[src/rtl/vga_pkg.sv]
// Shared VGA pipeline definitions: default active-area size and sprite motion modes.
package vga_pkg;

  localparam int H_ACTIVE_DEF = 640;
  localparam int V_ACTIVE_DEF = 480;

  typedef enum logic [1:0] {
    MODE_HOME   = 2'b00,
    MODE_BOUNCE = 2'b01,
    MODE_ROTATE = 2'b10,
    MODE_FREEZE = 2'b11
  } mode_e;

endpackage

[src/rtl/bounce_axis.sv]
// One axis of sprite motion: position and direction registers plus wall detection.
// Both registers only move on tick, so the sprite never tears mid-frame.
module bounce_axis
  import vga_pkg::*;
#(
  parameter int LIMIT = 512,
  parameter int STEP  = 1,
  parameter int HOME  = 256
) (
  input  logic       clk,
  input  logic       reset,
  input  logic       tick,
  input  logic [1:0] mode,
  output logic [9:0] pos,
  output logic       wall
);

  logic [9:0]  pos_q, pos_d;
  logic        dir_q, dir_d;
  logic [10:0] step_up;

  // Compare at 11 bits so pos+STEP never wraps before the limit test.
  always_comb begin
    pos_d   = pos_q;
    dir_d   = dir_q;
    wall    = 1'b0;
    step_up = {1'b0, pos_q} + 11'(STEP);
    if (tick) begin
      case (mode)
        MODE_HOME: begin
          pos_d = 10'(HOME);
          dir_d = 1'b1;
        end
        MODE_BOUNCE, MODE_ROTATE: begin
          if (dir_q) begin
            if (step_up >= 11'(LIMIT)) begin
              pos_d = 10'(LIMIT);
              dir_d = 1'b0;
              wall  = 1'b1;
            end else begin
              pos_d = step_up[9:0];
            end
          end else if ({1'b0, pos_q} <= 11'(STEP)) begin
            pos_d = 10'd0;
            dir_d = 1'b1;
            wall  = 1'b1;
          end else begin
            pos_d = pos_q - 10'(STEP);
          end
        end
        MODE_FREEZE: ;
        default: ;
      endcase
    end
  end

  always_ff @(posedge clk) begin
    if (reset) begin
      pos_q <= 10'(HOME);
      dir_q <= 1'b1;
    end else begin
      pos_q <= pos_d;
      dir_q <= dir_d;
    end
  end

  assign pos = pos_q;

endmodule

[src/rtl/vga_bounce_sprite.sv]
// Scaled ROM sprite renderer with per-frame edge bouncing and palette rotation.
// Two-stage pipeline: address/in_box/sync stage, then colour index stage.
module vga_bounce_sprite
  import vga_pkg::*;
#(
  parameter int H_ACTIVE     = H_ACTIVE_DEF,
  parameter int V_ACTIVE     = V_ACTIVE_DEF,
  parameter int COLS_LOG2    = 4,
  parameter int ROWS_LOG2    = 7,
  parameter int SCALE_X_LOG2 = 3,
  parameter int SCALE_Y_LOG2 = 0,
  parameter int PIX_BITS     = 3,
  parameter int STEP         = 1,
  parameter int HOME_X       = 256,
  parameter int HOME_Y       = 128
) (
  input  logic                 clk,
  input  logic                 reset,
  input  logic [9:0]           hpos,
  input  logic [9:0]           vpos,
  input  logic                 display_on,
  input  logic                 hsync_in,
  input  logic                 vsync_in,
  input  logic [1:0]           mode,
  output logic [COLS_LOG2-1:0] rom_x,
  output logic [ROWS_LOG2-1:0] rom_y,
  input  logic [PIX_BITS-1:0]  rom_pixel,
  output logic [PIX_BITS-1:0]  pix_index,
  output logic                 hsync_out,
  output logic                 vsync_out,
  output logic                 de_out,
  output logic                 hit
);

  localparam int W = 1 << (COLS_LOG2 + SCALE_X_LOG2);
  localparam int H = 1 << (ROWS_LOG2 + SCALE_Y_LOG2);
  localparam logic [PIX_BITS:0] PIX_MOD = (PIX_BITS + 1)'((1 << PIX_BITS) - 1);

  logic                 frame_tick;
  logic [9:0]           x0, y0;
  logic                 wall_x, wall_y;
  logic [10:0]          off_x, off_y;
  logic [PIX_BITS:0]    rot_sum;
  logic [PIX_BITS-1:0]  rot_pix;

  logic [COLS_LOG2-1:0] rom_x_q, rom_x_d;
  logic [ROWS_LOG2-1:0] rom_y_q, rom_y_d;
  logic                 in_box_q, in_box_d;
  logic                 de1_q, de1_d, de2_q, de2_d;
  logic                 hs1_q, hs1_d, hs2_q, hs2_d;
  logic                 vs1_q, vs1_d, vs2_q, vs2_d;
  logic [PIX_BITS-1:0]  pix_q, pix_d;
  logic [PIX_BITS-1:0]  rot_q, rot_d;
  logic                 hit_q, hit_d;

  assign frame_tick = (hpos == 10'd0) && (vpos == 10'(V_ACTIVE));

  bounce_axis #(.LIMIT(H_ACTIVE - W), .STEP(STEP), .HOME(HOME_X)) u_axis_x (
    .clk   (clk),
    .reset (reset),
    .tick  (frame_tick),
    .mode  (mode),
    .pos   (x0),
    .wall  (wall_x)
  );

  bounce_axis #(.LIMIT(V_ACTIVE - H), .STEP(STEP), .HOME(HOME_Y)) u_axis_y (
    .clk   (clk),
    .reset (reset),
    .tick  (frame_tick),
    .mode  (mode),
    .pos   (y0),
    .wall  (wall_y)
  );

  always_comb begin
    off_x    = {1'b0, hpos} - {1'b0, x0};
    off_y    = {1'b0, vpos} - {1'b0, y0};
    in_box_d = ({1'b0, hpos} >= {1'b0, x0}) && ({1'b0, hpos} < ({1'b0, x0} + 11'(W))) &&
               ({1'b0, vpos} >= {1'b0, y0}) && ({1'b0, vpos} < ({1'b0, y0} + 11'(H)));
    rom_x_d  = COLS_LOG2'(off_x >> SCALE_X_LOG2);
    rom_y_d  = ROWS_LOG2'(off_y >> SCALE_Y_LOG2);
    de1_d    = display_on;
    hs1_d    = hsync_in;
    vs1_d    = vsync_in;
    de2_d    = de1_q;
    hs2_d    = hs1_q;
    vs2_d    = vs1_q;

    // Rotate within 1..2^PIX_BITS-1 so transparent index 0 is never produced.
    rot_sum = {1'b0, rom_pixel} - (PIX_BITS + 1)'(1) + {1'b0, rot_q};
    if (rot_sum >= PIX_MOD) begin
      rot_sum = rot_sum - PIX_MOD;
    end
    rot_pix = PIX_BITS'(rot_sum) + PIX_BITS'(1);
    pix_d   = (de1_q && in_box_q && (rom_pixel != '0)) ? rot_pix : '0;

    hit_d = frame_tick && (wall_x || wall_y);
    rot_d = rot_q;
    if (frame_tick) begin
      if (mode == MODE_HOME) begin
        rot_d = '0;
      end else if ((mode == MODE_ROTATE) && (wall_x || wall_y)) begin
        rot_d = rot_q + PIX_BITS'(1);
      end
    end
  end

  always_ff @(posedge clk) begin
    if (reset) begin
      rom_x_q  <= '0;
      rom_y_q  <= '0;
      in_box_q <= 1'b0;
      de1_q    <= 1'b0;
      hs1_q    <= 1'b0;
      vs1_q    <= 1'b0;
      de2_q    <= 1'b0;
      hs2_q    <= 1'b0;
      vs2_q    <= 1'b0;
      pix_q    <= '0;
      rot_q    <= '0;
      hit_q    <= 1'b0;
    end else begin
      rom_x_q  <= rom_x_d;
      rom_y_q  <= rom_y_d;
      in_box_q <= in_box_d;
      de1_q    <= de1_d;
      hs1_q    <= hs1_d;
      vs1_q    <= vs1_d;
      de2_q    <= de2_d;
      hs2_q    <= hs2_d;
      vs2_q    <= vs2_d;
      pix_q    <= pix_d;
      rot_q    <= rot_d;
      hit_q    <= hit_d;
    end
  end

  assign rom_x     = rom_x_q;
  assign rom_y     = rom_y_q;
  assign pix_index = pix_q;
  assign hsync_out = hs2_q;
  assign vsync_out = vs2_q;
  assign de_out    = de2_q;
  assign hit       = hit_q;

endmodule

[config.mk]
export PLATFORM = sky130hd
export DESIGN_NAME = vga_bounce_sprite
export DESIGN_NICKNAME = d
export VERILOG_FILES = /design/src/rtl/vga_pkg.sv /design/src/rtl/bounce_axis.sv /design/src/rtl/vga_bounce_sprite.sv
export SDC_FILE = /design/constraint.sdc
export NUM_CORES = 1
export LEC_CHECK = 0
export CORE_AREA = 2 2 116 118
export CTS_CLUSTER_DIAMETER = 60
export DETAILED_ROUTE_END_ITERATION = 6
export DIE_AREA = 0 0 118 120
export DONT_BUFFER_PORTS = 1
export PLACE_DENSITY_LB_ADDON = 0.3
export SLEW_MARGIN = 20
export SYNTH_ARGS = -nofsm -noshare
export SYNTH_HDL_FRONTEND = slang
export SYNTH_SLANG_ARGS = --single-unit
[constraint.sdc]
create_clock -name clk -period 3.1 [get_ports clk]
set_input_delay 0.465 -clock clk [delete_from_list [all_inputs] [get_ports clk]]
set_output_delay 0.465 -clock clk [all_outputs]
set_load 0.005 [all_outputs]
# == After elaboration in Yosys (flattened, before gate mapping) ==
# Index checks and enable logic that the tools add are counted.
# totals
regBits,47
input_bits,30
wordCells,87
# op_classes
addsub,13
magnitude_cmp,9
n_eq_ne,3
n_mux,27
bitwise,1
n_reduce_logical,18
# op_table
op,n
10-bit 2-to-1 mux,6
10-bit one-hot mux with 2 select lines,2
10-bit by 1-bit adder with 11-bit output (second input constant),2
10-bit by 8-bit adder with 11-bit output (second input constant),2
10-bit by 11-bit less-than comparator with 1-bit output,2
10-bit >= comparator,2
10-bit by 1-bit less-or-equal comparator with 1-bit output (second input constant),2
10-bit by 1-bit subtractor with 10-bit output (second input constant),2
1-bit 2-to-1 mux,14
7-bit subtractor,2
11-bit by 10-bit >= comparator with 1-bit output (second input constant),1
11-bit by 9-bit >= comparator with 1-bit output (second input constant),1
10-bit by 9-bit equality test with 1-bit output (second input constant),1
10-bit logical NOT,1
3-bit 2-to-1 mux,3
1-bit logical AND,8
3-bit by 1-bit adder with 3-bit output (second input constant),2
4-bit by 3-bit adder with 4-bit output,1
4-bit by 3-bit >= comparator with 1-bit output (second input constant),1
1-bit one-hot mux with 2 select lines,2
2-bit AND reduction,2
2-bit nonzero test,2
2-bit OR reduction,2
3-bit by 1-bit subtractor with 4-bit output (second input constant),1
7 further kinds,7

# == Longest topological paths before layout ==
# logic_depth
word_depth,10
ltp_mapped,11

# == Hierarchy ==
# A second synthesis with hierarchy kept.
# hier_totals
hier_cells,497
area_unflattened_um2,3963.8
# modules_own_cells
module,n_inst,cells_per_inst,area_each_um2,seq_area_each_um2
vga_bounce_sprite,1,225,1918.1,500.5
bounce_axis at u_axis_y,1,148,1107.3,220.2
bounce_axis at u_axis_x,1,124,938.4,220.2

# == Worst setup path after synthesis ==
# Ideal clock, no wire load.
# synth_timing
kind,input to register
from,input rom_pixel[1]
to,"register pix_q[2], in the netlist pix_index[2]"
arrival_time_ns,2.312
required_time_ns,2.963
path_slack_ns,0.651
path_stages,11
path_buffers,0
cell_sequence,inv_1 -> ha_1 -> inv_1 -> ha_1 -> fa_1 -> nand2_1 -> nand2_1 -> mux2_2 -> ha_1 -> xor2_1 -> nor2_1
# synth_between
elab_chain_len,5
word_cells_on_any_way,10
# synth_lines
item,line_no,text
"start, declared",vga_bounce_sprite.sv:27,"input logic [PIX_BITS-1:0] rom_pixel,"
3-bit by 1-bit subtractor with 4-bit output,vga_bounce_sprite.sv:91,"rot_sum = {1'b0, rom_pixel} - (PIX_BITS + 1)'(1) + {1'b0, rot_q};"
4-bit by 3-bit adder with 4-bit output,vga_bounce_sprite.sv:91,
4-bit by 3-bit >= comparator with 1-bit output / 3-bit subtractor (equally long branches),"vga_bounce_sprite.sv:92, vga_bounce_sprite.sv:93",
3-bit 2-to-1 mux,vga_bounce_sprite.sv:92,if (rot_sum >= PIX_MOD) begin
3-bit by 1-bit adder with 3-bit output,vga_bounce_sprite.sv:95,rot_pix = PIX_BITS'(rot_sum) + PIX_BITS'(1);
"end signal, assigned",vga_bounce_sprite.sv:133,pix_q <= pix_d;
"end, declared",vga_bounce_sprite.sv:52,"logic [PIX_BITS-1:0] pix_q, pix_d;"
# Several ways; a longest one is shown, not always the timed one.
# A chain may end at the register's enable or synchronous reset.

# == Final worst setup path ==
# layout_timing
from,"register u_axis_x.pos_q[0], in the netlist u_axis_x.pos[0]"
to,register rot_q[2]
# layout_between
elab_chain_len,10
word_cells_on_any_way,12
# layout_lines
item,line_no,text
"start, declared",bounce_axis.sv:18,"logic [9:0] pos_q, pos_d;"
"start signal, assigned",bounce_axis.sv:59,pos_q <= 10'(HOME);
"start signal, assigned",bounce_axis.sv:62,pos_q <= pos_d;
10-bit by 1-bit adder with 11-bit output,bounce_axis.sv:27,"step_up = {1'b0, pos_q} + 11'(STEP);"
11-bit by 10-bit >= comparator with 1-bit output,bounce_axis.sv:36,if (step_up >= 11'(LIMIT)) begin
1-bit 2-to-1 mux,bounce_axis.sv:36,
1-bit 2-to-1 mux (*),bounce_axis.sv:35,if (dir_q) begin
1-bit 2-to-1 mux (*),bounce_axis.sv:29,case (mode)
1-bit 2-to-1 mux (*),bounce_axis.sv:28,if (tick) begin
1-bit logical OR (*),vga_bounce_sprite.sv:103,end else if ((mode == MODE_ROTATE) && (wall_x || wall_y)) begin
1-bit logical AND (*),vga_bounce_sprite.sv:103,
2-bit nonzero test (no source line) (*),n/a,
2-bit AND reduction (no source line) (*),n/a,
"end signal, assigned",vga_bounce_sprite.sv:134,rot_q <= rot_d;
"end, declared",vga_bounce_sprite.sv:53,"logic [PIX_BITS-1:0] rot_q, rot_d;"
# Mark *: on every way between the ends. The rest lies on a longest branch, timed or not.

==> impl_metrics.json <==
{
  "root_buffer": "clkbuf_16",
  "synth_seq_cells": 47,
  "clkSlewWorstSetupHoldPaths_ps": 70,
  "viasPerCell": 5.45,
  "end_kind": "register",
  "met3_usage_pct": 3.28,
  "power.leakage_uw": 0.00167,
  "final_cells": 661,
  "post-cts-setup-buffers": 0,
  "busiest_layer": "met2",
  "synth_most_common_cell": "inv_1",
  "timing.hold.ws_ps": 237,
  "htree_levels": 2,
  "synth_top_cells_by_count": "inv_1 (50), ha_1 (48), dfxtp_1 (47)",
  "tns_ps": 0,
  "io_pins": 48,
  "die_h_um": 120,
  "cts_buffer_depth": 2,
  "worst_pin_slew_ps": 705,
  "hold_viol": 0,
  "drive_gt1_share_pct": 6.60,
  "setup_viol": 0,
  "syn_inst": 484,
  "synth-async-reset-ratio_pct": 0,
  "synth_mux_area_share_pct": 2.47,
  "critPathTopFamily": "compound AO/OA/AOI/OAI gates",
  "rsz0062_at_grt": "false",
  "worstPathBufferInverterCount": 0,
  "numPlacedInstances": 653,
  "diodes": 0,
  "synthTopCellsByArea": "dfxtp_1 (25%), ha_1 (16%), inv_1 (4.9%)",
  "finalCritPeriodShare_pct": 83.5,
  "syn_nets": 564,
  "ys_types": 66,
  "grt_start_max_net_pins": 47,
  "synth_warnings": 0,
  "yosys.area_share.simple_pct": 24.0,
  "coreArea_um2": 13000,
  "grt_use_total_pct": 15.3,
  "crit_type": "reg2reg",
  "netlist.area_leader.share_pct": 24.8,
  "maxCapViolCount": 0,
  "cts_tree": "yes",
  "yosys.area.top_type": "dfxtp_1",
  "routed_wl_um": 10500,
  "clkSinkCount": 47,
  "report.final.slew_viol_count": 0,
  "fillers": 1381,
  "layout_setup_ws_ps": 510,
  "initial_core_util_pct": 29.3,
  "synth_seq_area_share_pct": 24.8,
  "min_period_ps": 2590,
  "synth_top_flop_cell": "dfxtp_1",
  "fin_skew_ps": 6.93,
  "dieArea_um2": 14200,
  "drtIter0Drc": 220,
  "grt_pass1_vias": 3492,
  "vias": 3601,
  "path_cells": "ha_1 > nand3_1 > o41ai_1 > o211ai_1 > o21ai_1 > a32o_1 > mux2_4 > o31ai_1",
  "port_buffers": 0,
  "powerDensity_nw_per_um2": 336,
  "ctsHoldBuffers": 0,
  "synth_edf_count": 0,
  "crit_slowest_cell": "dfxtp_1",
  "grt_overflow_total": 0,
  "startpoint_type": "register",
  "clkLatencyLatePin_ps": 300,
  "synth_xor_area_share_pct": 3.92,
  "synth_top_family_by_area": "simple AND/OR/NAND/NOR gates",
  "cp_max_fo": 9,
  "gr-usage-met2_pct": 25.9,
  "synth-adder-area-share_pct": 16.9,
  "synth_area_um2": 3800,
  "ir_worst_vdd_v": 0.000185,
  "syn_area_per_cell_um2": 7.85,
  "ant_nets": 0,
  "fp.dieW_um": 118,
  "arrival_ps": 2800,
  "status": "completed",
  "gp_congestion": 0.887,
  "cts_buffers": 5,
  "r2r_setup_slack_ps": 510,
  "synth_compound_area_share_pct": 20.9,
  "dp_worst_setup_slack_ps": 548,
  "drc": 0,
  "nets": 564,
  "hpwl_um": 8170,
  "dr.pass1.iters": 5,
  "wire_per_inst_um": 15.9,
  "hold_class": "in2reg",
  "maxSlewHeadroom_pct": 52.3,
  "grt_use_met1_pct": 18.6,
  "slowest_delay_ps": 540,
  "grt_pass1_wl_um": 17400,
  "rows": 42,
  "fmax_mhz": 386,
  "cts_resized": 0,
  "cp.required_ps": 3310,
  "antenna_found_initial": 0,
  "area_growth_pct": 10.6
}
-- final timing paths --
kind / endpoint / depth (start not counted) / start
setup reg to reg: rot_q[2] / 8 / u_axis_x.pos[0]
setup / recovery: rot_q[2] / 8 / u_axis_x.pos[0]
hold / removal: u_axis_x.pos[1] / 1 / reset
hold reg to reg: hsync_out / 1 / hs1_q
-- stage by stage --
stage	util (%)	power (uW)	cell area, um^2
5_1_grt	32.4	1480	4200
4_1_cts	32.4	1440	4200
6_report	32.4	1410	4200
3_5_place_dp	31.0	774	4030
2_1_floorplan	-	754	3800
3_3_place_gp	31.0	771	4030
-- cell usage in the layout, fill, tap and decap left out, types with 5 or more instances in the layout --
cell | synthesis | final
a31oi_1 | 8 | 8
ha_1 | 48 | 48
or3_1 | 6 | 6
nand2_1 | 32 | 32
o211ai_1 | 6 | 6
nand3_1 | 17 | 17
nor3_1 | 20 | 20
o31ai_1 | 5 | 5
clkbuf_16 | 0 | 5
nand4_1 | 9 | 9
a22oi_1 | 6 | 6
nor2b_1 | 9 | 9
and3_1 | 7 | 7
a21oi_1 | 32 | 32
nor4_1 | 10 | 10
and2_1 | 5 | 5
buf_4 | 2 | 12
inv_1 | 50 | 50
o21ai_0 | 23 | 23
dfxtp_1 | 47 | 47
xnor2_1 | 15 | 15
nor2_1 | 36 | 36
-- registers in the layout (all words and copies together), names as in the netlist --
| signal | cells |
|---|---|
| de_out | 1 |
| rom_y | 7 |
| rot_q | 3 |
| hsync_out | 1 |
| u_axis_y.dir_q | 1 |
| u_axis_y.pos | 10 |
| u_axis_x.dir_q | 1 |
| u_axis_x.pos | 10 |
| hs1_q | 1 |
| pix_index | 3 |
| rom_x | 4 |
| vsync_out | 1 |
| vs1_q | 1 |
| hit | 1 |
| de1_q | 1 |
| in_box_q | 1 |
-- power by group --
group          switching [uW]  total, uW  leakage [uW]  internal (uW)
registers                6.40        625      0.000383            618
clock network             252        654     0.0000868            402
logic                    72.4        135       0.00120           63.1
-- routing by layer --
metal,up-vias,routed length (um)
li1,1756,-
met1,1710,4520
met2,115,5060
met3,20,600
met4,0,348
met5,-,0
-- kinds of logic (layout without fill, tap and decap cells) --
group,Yosys count,count (layout)
DFF,47,47
adders and majority gates,50,50
and+or+nand+nor,172,172
xor gates and xnor gates,17,17
muxes,8,8
AOI/OAI and AO/OA,121,121
buffers and inverters,69,70
-- worst register-to-register path: stages, from the launching register on --
cell	delay, ps
dfxtp_1	540
ha_1	260
nand3_1	150
o41ai_1	440
o211ai_1	210
o21ai_1	210
a32o_1	320
mux2_4	320
o31ai_1	60
-- layout make-up --
type / instances / area [um^2] / share of cell area (%)
clock buffers: 6 / 139 / 3.30
clock inverters: 2 / 35.0 / 0.834
inverters: 50 / 188 / 4.47
multi-input cells: 368 / 2590 / 61.6
flip-flops and latches: 47 / 941 / 22.4
well taps: 176 / 220 / 5.24
repair buffers: 12 / 90.1 / 2.14
Note: power is estimated with default switching activity, not from simulation.
